$ cat config.mk
export PLATFORM = sky130hd
export DESIGN_NAME = pipe_stage_reg
export DESIGN_NICKNAME = d
export VERILOG_FILES = /design/src/rtl/pipe_pkg.sv /design/src/rtl/pipe_stage_slot.sv /design/src/rtl/pipe_stage_reg.sv
export SDC_FILE = /design/constraint.sdc
export NUM_CORES = 1
export LEC_CHECK = 0
export BUFFER_PORTS_ARGS = -buffer_cell sky130_fd_sc_hd__buf_2
export CAP_MARGIN = 20
export CORE_MARGIN = 5
export CORE_UTILIZATION = 25
export CTS_CLUSTER_DIAMETER = 120
export CTS_CLUSTER_SIZE = 28
export DETAILED_ROUTE_END_ITERATION = 6
export GPL_ROUTABILITY_DRIVEN = 0
export PLACE_DENSITY_LB_ADDON = 0.3
export SLEW_MARGIN = 20
export SYNTH_ARGS = -nofsm -noshare
export SYNTH_HDL_FRONTEND = slang
export SYNTH_SLANG_ARGS = --single-unit
$ cat constraint.sdc
create_clock -name Clk -period 2.6 [get_ports Clk]
set_clock_uncertainty 0.15 [all_clocks]
set_input_delay 0 -clock Clk [delete_from_list [all_inputs] [get_ports Clk]]
set_output_delay 0 -clock Clk [all_outputs]
set_load 0.05 [all_outputs]
$ cat src/rtl/pipe_pkg.sv
// pipe_pkg: per-stage control layouts and their bubble constants
package pipe_pkg;
  // EX/ME control: 12 functional bits padded to the 14-bit pipeline field
  typedef struct packed {
    logic [1:0] rsvd;
    logic       pcsrc;
    logic       memtoreg;
    logic       memread;
    logic       memwrite;
    logic       zero;
    logic       regwrite;
    logic [1:0] readdm_mux;
    logic [3:0] typ;
  } exme_ctrl_t;
  localparam int EXME_CTRL_W = $bits(exme_ctrl_t);
  localparam exme_ctrl_t EXME_CTRL_BUBBLE = '0;
endpackage

$ cat src/rtl/pipe_stage_slot.sv
// pipe_stage_slot: one valid+ctrl+data entry with load, clear-to-bubble and async reset
module pipe_stage_slot #(
  parameter int CTRL_W = 14,
  parameter int DATA_W = 32,
  parameter logic [CTRL_W-1:0] CTRL_BUBBLE = '0
) (
  input  logic              Clk,
  input  logic              Rst_n,
  input  logic              load,
  input  logic              clear,
  input  logic [CTRL_W-1:0] in_ctrl,
  input  logic [DATA_W-1:0] in_data,
  output logic              valid,
  output logic [CTRL_W-1:0] ctrl,
  output logic [DATA_W-1:0] data
);
  // clear leaves data untouched so the payload keeps its last value
  always_ff @(posedge Clk or negedge Rst_n)
    if (!Rst_n) begin
      valid <= 1'b0;
      ctrl  <= CTRL_BUBBLE;
      data  <= '0;
    end else if (clear) begin
      valid <= 1'b0;
      ctrl  <= CTRL_BUBBLE;
    end else if (load) begin
      valid <= 1'b1;
      ctrl  <= in_ctrl;
      data  <= in_data;
    end
endmodule

$ cat src/rtl/pipe_stage_reg.sv
// pipe_stage_reg: valid/ready pipeline register with optional skid entry, flush and stall counter
module pipe_stage_reg
  import pipe_pkg::*;
#(
  parameter int DATA_W = 32,
  parameter int CTRL_W = EXME_CTRL_W,
  parameter logic [CTRL_W-1:0] CTRL_BUBBLE = '0,
  parameter int SKID = 1,
  parameter int CNT_W = 16
) (
  input  logic              Clk,
  input  logic              Rst_n,
  input  logic              InValid,
  output logic              InReady,
  input  logic [CTRL_W-1:0] InCtrl,
  input  logic [DATA_W-1:0] InData,
  input  logic              Flush,
  input  logic              ClrStats,
  output logic              OutValid,
  input  logic              OutReady,
  output logic [CTRL_W-1:0] OutCtrl,
  output logic [DATA_W-1:0] OutData,
  output logic [1:0]        Occupancy,
  output logic [CNT_W-1:0]  StallCount
);
  logic              acc, drn, main_load, main_clear, skid_valid;
  logic [CTRL_W-1:0] main_ctrl_in;
  logic [DATA_W-1:0] main_data_in;
  assign acc = InValid && InReady;
  assign drn = OutValid && OutReady;
  assign main_clear = Flush || (drn && !main_load);
  assign Occupancy = {1'b0, OutValid} + {1'b0, skid_valid};
  pipe_stage_slot #(.CTRL_W(CTRL_W), .DATA_W(DATA_W), .CTRL_BUBBLE(CTRL_BUBBLE)) u_main (
    .Clk(Clk), .Rst_n(Rst_n), .load(main_load), .clear(main_clear),
    .in_ctrl(main_ctrl_in), .in_data(main_data_in),
    .valid(OutValid), .ctrl(OutCtrl), .data(OutData)
  );
  if (SKID != 0) begin : g_skid
    logic              skid_load, skid_clear;
    logic [CTRL_W-1:0] skid_ctrl;
    logic [DATA_W-1:0] skid_data;
    // while skid holds an entry InReady is low, so no accept competes with the skid->main move
    assign InReady = !skid_valid;
    assign main_load = !Flush && (skid_valid ? drn : acc && (!OutValid || drn));
    assign main_ctrl_in = skid_valid ? skid_ctrl : InCtrl;
    assign main_data_in = skid_valid ? skid_data : InData;
    assign skid_load = !Flush && acc && OutValid && !drn;
    assign skid_clear = Flush || (drn && skid_valid);
    pipe_stage_slot #(.CTRL_W(CTRL_W), .DATA_W(DATA_W), .CTRL_BUBBLE(CTRL_BUBBLE)) u_skid (
      .Clk(Clk), .Rst_n(Rst_n), .load(skid_load), .clear(skid_clear),
      .in_ctrl(InCtrl), .in_data(InData),
      .valid(skid_valid), .ctrl(skid_ctrl), .data(skid_data)
    );
  end else begin : g_noskid
    assign InReady = !OutValid || OutReady;
    assign main_load = !Flush && acc;
    assign main_ctrl_in = InCtrl;
    assign main_data_in = InData;
    assign skid_valid = 1'b0;
  end
  always_ff @(posedge Clk or negedge Rst_n)
    if (!Rst_n) StallCount <= '0;
    else if (ClrStats) StallCount <= '0;
    else if (OutValid && !OutReady && StallCount != '1) StallCount <= StallCount + 1'b1;
endmodule

# Yosys cells after proc, flatten, opt, wreduce, memory -nomap -nowiden
# Cells that the tools add are included.
[word_totals]
ff_bits = 110
in_bits = 52
output_inout_bits = 66
elab_cells = 50
[op_classes]
add_sub_neg = 2
n_eq_ne = 1
mux = 13
bitwise = 2
n_reduce_logical = 25
[op_table]
columns = ["op", "count"]
rows = [
  ["14-bit 2-to-1 mux", 5],
  ["16-bit 2-to-1 mux", 2],
  ["32-bit 2-to-1 mux", 1],
  ["16-bit by 1-bit adder with 16-bit output (second input constant)", 1],
  ["16-bit inequality test (second input constant)", 1],
  ["1-bit logical AND", 11],
  ["1-bit logical NOT", 6],
  ["2-bit nonzero test", 3],
  ["1-bit 2-to-1 mux", 5],
  ["2-bit AND reduction", 2],
  ["1-bit logical OR", 3],
  ["1-bit by 1-bit adder with 2-bit output", 1],
  ["1-bit inverter", 2],
]

# Logic depth before layout (Yosys ltp)
# Gate-level depths: netlist of run 1.
[depth]
depth_word = 10
ltp_mapped = 7
mapped_depth_nobuf = 5

# Cells and area by module
# Synthesis of run 1 repeated with hierarchy kept, for this count alone.
[hier_totals]
cells_unflattened = 395
area_unflattened_um2 = 5500.3
[modules_own_cells]
columns = ["module", "n_inst", "cells_per_inst", "area_each_um2"]
rows = [
  ["pipe_stage_slot", 2, 117, 1954.4],
  ["pipe_stage_reg", 1, 161, 1591.5],
]

# Least setup slack after synthesis of run 1
# Ideal clock, no wire load.
[synth_timing]
path_kind = "reg2reg"
startpoint = "register StallCount[0]"
endpoint = "register StallCount[3]"
t_arrival_ps = 2020
required_ps = 2325
path_slack_ps = 305
path_stages_with_launch = 6
period_less_slack_ps = 2295
path_cell_list = "dfrtp_1 ha_1 nand4_1 nor4_1 nor3b_1 mux2_2"
[synth_via]
elab_chain_cells = 3
[synth_rtl]
columns = ["item", "line_no", "source"]
rows = [
  ["start, declared", "pipe_stage_reg.sv:24", "output logic [CNT_W-1:0] StallCount"],
  ["start signal, assigned", "pipe_stage_reg.sv:64", "else if (OutValid && !OutReady && StallCount != '1) StallCount <= StallCount + 1'b1;"],
  ["16-bit by 1-bit adder with 16-bit output or 16-bit inequality test (tied branches)", "pipe_stage_reg.sv:64", ""],
  ["16-bit 2-to-1 mux or 1-bit logical AND (tied branches)", "pipe_stage_reg.sv:64", ""],
  ["16-bit 2-to-1 mux or 2-bit nonzero test (tied branches)", "-", ""],
]
# Several ways; a longest one is shown, not always the timed one. The select of a mux whose other input is x is not followed.
# A chain may end at the register's enable or synchronous reset.

# Worst setup path after layout of run 1
[layout_timing]
startpoint = "register StallCount[0]"
endpoint = "register StallCount[14]"
# The elaborated chain is that of the path after synthesis.

==> results.md, run 1 <==
- Tightest Pin Transition: a little under 0.7 ns
- Worst setup path class: flip-flop to flip-flop
- DR pass1 iterations: 4
- CTS root buffer: clkbuf_16
- Row cnt: 50
- Tmin final: ~2.1 ns
- Largest net degree at the start of global routing: roughly 110
- Mapped Cells: ~410
- PwrDens: 704 nW/µm²
- Lkg Pwr: 2.94 nW
- Unrepaired setup endpoints after global routing: false
- PortBufs: ~120
- CTS Hold Buffers Added: 52
- Final period util: 80.6%
- Chip height: around 150 µm
- Area of the multi-input gates: a little under 2000 µm²
- Syn nets: 462
- Crit end category: flip-flop
- Initial antenna violation count: 1
- CTS Buffer Depth: 2
- Most common cell after layout, fill and taps aside: buf_2
- Share of layout cells above drive strength 1: 31.7%
- Nets: ~630
- Slew headroom: a little over half
- Core Area: between 15000 and 20000 µm²
- Max-Cap Viols: 0
- Via count: around 3800
- Setup repair bufs after CTS: 0
- Area Growth Syn to Fin: 35.3%
- Peak supply drop: about 0.34 mV
- Final setup viols: 0
- DP Wirelength: between 8000 and 9000 µm
- Reg area: between 2000 and 3000 µm²
- Yosys cell types: 42
- #FFs+latches synth: 110
- CTS Sinks: 110
- Register area share after synthesis: 57.4%
- Drt via density: about 4.6
- Die width: ~150 µm
- Peak Freq: roughly 480 MHz
- Vias in the first global route: approximately 3900
- DRT antenna net count: 0
- Fillers: 1920
- Mean Syn Cell Area: approximately 12 µm²
- Detailed Route WL: 12200 µm
- H-Tree Depth: 3
- Post-synth top area share: a little under three fifths
- Post_cts resized: 0
- Most frequent cells in the layout: buf_2 (116), dfrtp_1 (109), dlygate4sd3_1 (52)
- CP Launch Type: flip-flop
- Die area: approximately 22000 µm²
- Drt initial violations: 116
- DRC: 0
- Num CTS Buffers: 9
- CTS tree: yes
- Post-DR wirelength/cell: about 15 µm
- Mapped Area: about 4800 µm²
- Initial Util: between 20 and 30%
- Final setup TNS: 0 ns
- Status: completed
- Register clock-pin slew on the reported worst setup and hold paths: 0.07 ns
- Final Max Tran Viols: 0
- Clock Latency Late Sink: around 0.35 ns
- Grt ovf: 0
- Final Hold Violating Endpoints: 0
- Overall Global Routing Usage: between 10% and 20%
- Worst Path Arrival: about 2.2 ns
- Worst hold path type: input port to async pin
- Post-synth top area cell: dfrtp_1
- YS warnings: 0
- CP max FO: 7
- Req. time, crit path: approximately 2.7 ns
- Ranking of synthesized cells by area: dfrtp_1 (57%), mux2i_1 (9.8%), mux2_2 (7.8%), o21ai_0 (4.1%), nand2_1 (3.6%)
- Total power: 4.57 mW
- First-pass GRT wire length: 20000 µm
- Io pins: ~120
[path summary, 6_finish.rpt]
kind                           startpoint                     end  slack, ns  depth (start not counted)
setup reg to reg            StallCount[0]          StallCount[14]       0.51                          5
hold reg to reg            u_main.data[5]          u_main.data[5]       0.33                          2
hold / removal                      Rst_n   g_skid.u_skid.ctrl[6]       0.13                          3
setup / recovery            StallCount[0]          StallCount[14]       0.51                          5
min in group Clk               InData[22]  g_skid.u_skid.data[22]       0.27                          3
max in group asynchronous           Rst_n  g_skid.u_skid.data[23]       1.71                          3
[where the power goes]
part | internal, mW | leakage (nW) | switching [mW] | total (mW)
clock network | 0.682 | 0.133 | 0.630 | 1.31
registers | 1.98 | 1.42 | 0.141 | 2.12
logic | 0.381 | 1.39 | 0.755 | 1.14
total | 3.04 | 2.94 | 1.53 | 4.57
[layer usage]
metal | share of wire [%] | routed length, µm | vias up | track usage, %
li1 | - | - | 1821 | -
met1 | 45 | 5530 | 1826 | 14.2
met2 | 47 | 5780 | 92 | 18.5
met3 | 5.6 | 684 | 12 | 2.62
met4 | 1.8 | 216 | 0 | 4.43
met5 | 0 | 0 | - | 0
[metrics by stage]
step	std cells	utilization, %	setup WS [ns]	hold WS (ns)	area (µm²)
finish	815	34.6	0.505	0.125	6490
global placement	746	30.3	0.327	-0.0192	5680
CTS	814	34.6	0.474	0.145	6490
floorplan	408	-	0.305	-0.446	4790
detailed placement	746	30.3	0.483	-0.0126	5690
global route	815	34.6	0.342	0.179	6490
[layout make-up]
cell class | count | share of cell area [%]
Antenna cell | 1 | 0.0386
Clock buffer | 12 | 3.80
Clock inverter | 4 | 0.463
Inverter | 5 | 0.289
Multi-Input combinational cell | 270 | 30.0
Sequential cell | 110 | 42.5
Tap cell | 234 | 4.51
Timing Repair Buffer | 179 | 18.4
[worst max-delay path, stage by stage, from the launching register on]
cell	delay, ns
dfrtp_1	0.43
ha_1	0.27
and4_1	0.23
o2111ai_1	0.29
or4_1	0.49
a21oi_1	0.16
[cell usage after synthesis]
cell type / count
nand2b_1: 3
dfrtp_1: 110
or3_1: 3
or3_2: 1
ha_1: 2
o41ai_1: 3
nand3_1: 2
and2b_1: 1
o311ai_0: 2
a211oi_1: 10
nor3_1: 2
a21oi_1: 12
nor2_1: 13
buf_2: 5
clkbuf_1: 15
nor3b_1: 1
a22o_1: 14
nand4b_1: 1
a31oi_1: 1
and4_1: 1
nand3_2: 1
nor2b_1: 1
nand2_1: 46
o21ai_0: 39
a211o_1: 1
o2111ai_1: 1
mux2i_1: 47
nor4_1: 1
inv_1: 5
o31ai_1: 4
mux2_2: 33
nor3_2: 1
xor2_1: 2
a21oi_2: 1
or4_1: 4
and3_2: 1
or2_2: 2
buf_1: 3
o21ai_1: 1
o22ai_1: 5
or4_4: 1
nand4_1: 6
[logic make-up (layout without fill, tap and decap cells)]
| kind of cell | count (synthesis) | after routing | share of synthesized area, % |
|---|---|---|---|
| flops | 110 | 110 | 57.4 |
| compound gates | 94 | 94 | 12.4 |
| simple gates | 92 | 92 | 9.40 |
| mux | 80 | 80 | 17.6 |
| buf+inv | 28 | 200 | 2.32 |
| fa+ha+maj | 2 | 2 | 0.522 |
| xor+xnor | 2 | 2 | 0.365 |
| other cells | 0 | 1 | 0 |
[sequential cells by signal, summed over array words and instances, names as in the netlist]
register             flops
g_skid.u_skid.data      32
u_main.data             32
StallCount              16
g_skid.u_skid.ctrl      14
u_main.ctrl             14
g_skid.u_skid.valid      1
u_main.valid             1
No activity file was read; power rests on OpenSTA's default activity.
==> run 2: changes to the inputs <==
Clock period 2.6 ns to 1.77 ns, I/O delays scaled along.
==> run 2 against run 1 <==
Against the previous run:
- the flow now finishes with violations (setup timing)
- final cell count rose by 6.0%
- first-iteration DRC count rose by 81%
- sequential share of layout area fell by 5.0 points
- critical endpoint is now StallCount[13]
- non-clock buffer count rose by 50
==> results.md, run 2 (same netlist as run 1, synthesis figures left out) <==
- Status: finished with violations (was completed)
- Violated checks: setup timing
- CTS Sinks: 110 (unchanged)
- Most frequent cells in the layout: buf_2 (115), dfrtp_1 (95), dlygate4sd3_1 (52) (was buf_2 (116), dfrtp_1 (109), dlygate4sd3_1 (52))
- CTS tree: yes (unchanged)
- Flop pwr share: 43.7% (was 46.4%)
- Worst setup path class: flip-flop to flip-flop (unchanged)
- Io pins: 118 (unchanged)
- Lkg Pwr: 3.37 nW (was 2.94 nW)
- H-Tree Depth: 3 (unchanged)
- Req. time, crit path: 1.89 ns (was 2.72 ns)
- Grt ovf: 0 (unchanged)
- Clock share of power: 29.2% (was 28.7%)
- DR pass1 iterations: 4 (unchanged)
- Slew headroom: 58.6% (was 55.0%)
- Reg area: 2770 µm² (was 2760 µm²)
- Num CTS Buffers: 9 (unchanged)
- Final setup TNS: -0.198 ns (was 0 ns)
- Drt initial violations: 210 (was 116)
- Buffers plus inverters on the worst setup path: 0 (unchanged)
- Final period util: 104% (was 80.6%)
- CTS Buffer Depth: 2 (unchanged)
- Initial Util: 25.5% (unchanged)
- Drt via density: 4.64 (was 4.60)
- Internal: 4.81 mW (was 3.04 mW)
- Final WS setup: -0.0638 ns (was 0.505 ns)
- Critical-path cell list: nand4b_1 > or4_4 > or4_1 > a21oi_1 (was ha_1 > and4_1 > o2111ai_1 > or4_1 > a21oi_1)
- DRT antenna net count: 0 (unchanged)
- Die area: 22000 µm² (unchanged)
- Worst Path Arrival: 1.95 ns (was 2.21 ns)
- Die width: 148 µm (unchanged)
- Row cnt: 50 (unchanged)
- Peak supply drop: 0.506 mV (was 0.344 mV)
- Largest regs: g_skid.u_skid.data x32, u_main.data x32, StallCount x16 (unchanged)
- Core Area: 18800 µm² (unchanged)
- Max-Cap Viols: 0 (unchanged)
- First-pass GRT wire length: 21600 µm (was 20000 µm)
- Final Hold Violating Endpoints: 0 (unchanged)
- Final Max Tran Viols: 0 (unchanged)
- ANT cells: 0 (was 1)
- Share of layout cells above drive strength 1: 42.1% (was 31.7%)
- Worst hold path type: input port to async pin (unchanged)
- Crit end category: flip-flop (unchanged)
- Max stage delay on crit path: 0.46 ns (was 0.49 ns)
- Hold slack: 0.0936 ns (was 0.125 ns)
- Top delay family on crit path: simple AND/OR/NAND/NOR gates (unchanged)
- Via count: 4006 (was 3751)
- Switching Power: 2.35 mW (was 1.53 mW)
- CP max FO: 6 (was 7)
- Final Util: 39.4% (was 34.6%)
- Net Sw Frac: 32.8% (was 33.4%)
- Peak Freq: 545 MHz (was 477 MHz)
- Clock Latency Late Sink: 0.35 ns (about the same)
- Register clock-pin slew on the reported worst setup and hold paths: 0.07 ns (about the same)
- PortBufs: 117 (unchanged)
- Overall Global Routing Usage: 12.1% (was 11.2%)
- Post-DR wirelength/cell: 16.1 µm (was 15.0 µm)
- Final setup viols: 4 (was 0)
- DRC: 0 (unchanged)
- Most common cell after layout, fill and taps aside: buf_2 (unchanged)
- Comb pwr share: 27.1% (was 24.9%)
- DP Wirelength: 8680 µm (was 8040 µm)
- Detailed Route WL: 13900 µm (was 12200 µm)
- Area Growth Syn to Fin: 54.2% (was 35.3%)
- Fillers: 1847 (was 1920)
- Vias in the first global route: 4179 (was 3851)
- CP max stage cell: or4_4 (was or4_1)
- Largest net degree at the start of global routing: 111 (unchanged)
- PwrDens: 968 nW/µm² (was 704 nW/µm²)
- Tightest Pin Transition: 0.622 ns (was 0.675 ns)
- Initial antenna violation count: 0 (was 1)
- Tmin final: 1.83 ns (was 2.09 ns)
- Chip height: 148 µm (unchanged)
- Unrepaired setup endpoints after global routing: true (was false)
- Nets: 679 (was 629)
- Area of the multi-input gates: 2200 µm² (was 1950 µm²)
- CTS root buffer: clkbuf_16 (unchanged)
- CP Launch Type: flip-flop (unchanged)
## run 2: cell count changes in the layout (fill, tap and decap cells not counted), moves of 5 or more
cell       delta
buf_4        +29
dfrtp_2      +14
buf_12        +5
buf_6         +9
mux2_4       +32
dfrtp_1      -14
clkbuf_16     +5
o21ai_0      -34
mux2_2       -32
o21ai_1      +33
## run 2: layer usage
layer | share of wire [%] | vias to the layer above | track usage [%]
li1 | - | 1923 | -
met1 | 45 | 1979 | 15.3
met2 | 49 | 93 | 20.3
met3 | 5.1 | 11 | 3.05
met4 | 1.2 | 0 | 3.83
met5 | 0 | - | 0
## run 2: path summary, 6_finish.rpt
check,cells after the start,slack [ns],start,end
max in group asynchronous,3,0.85,Rst_n,StallCount[12]
worst max register to register,4,-0.06,u_main.valid,StallCount[13]
worst max-delay path,4,-0.06,u_main.valid,StallCount[13]
worst min-delay path,3,0.09,Rst_n,g_skid.u_skid.data[4]
worst min register to register,2,0.33,u_main.data[15],u_main.data[15]
min in group Clk,4,0.14,OutReady,u_main.ctrl[3]
## run 2: repair_timing
action                                  4_1_cts  5_1_grt
hold endpoints to repair                    219        0
gates resized for setup                      11       27
endpoints found under the setup margin       40       66
hold buffers                                 52        0
pin swaps                                     6        6
setup buffers                                 8        5
gates cloned                                  2        5
## run 2: through the flow
| step | setup WS [ns] | std cells | cell area [µm²] | power [mW] |
|---|---|---|---|---|
| floorplan | -0.179 | 408 | 5090 | 4.44 |
| global placement | -0.0605 | 776 | 6140 | 4.89 |
| detailed placement | -0.108 | 776 | 6140 | 4.93 |
| CTS | -0.0767 | 854 | 7120 | 7.18 |
| global route | -0.168 | 864 | 7390 | 7.51 |
| finish | -0.0638 | 864 | 7390 | 7.16 |
## run 2: worst register-to-register path, stage by stage (launching register included)
cell,delay [ns]
dfrtp_4,0.44
nand4b_1,0.16
or4_4,0.46
or4_1,0.41
a21oi_1,0.14
## run 2: area by class of cell
class / instances / share of cell area (%)
timing repair buffer: 229 / 24.4
inverter: 5 / 0.254
sequential: 110 / 37.5
clock inverter: 5 / 0.795
tap: 234 / 3.96
clock buffer: 11 / 3.28
multi-input combinational: 270 / 29.8
## run 2: power groups by stage
stage / logic, mW / clock network, mW / registers, mW
floorplan: 0.673 / 0 / 3.76
global placement: 1.74 / 0 / 3.15
detailed placement: 1.76 / 0 / 3.17
CTS: 1.88 / 2.18 / 3.13
global route: 2.07 / 2.25 / 3.18
finish: 1.94 / 2.09 / 3.13
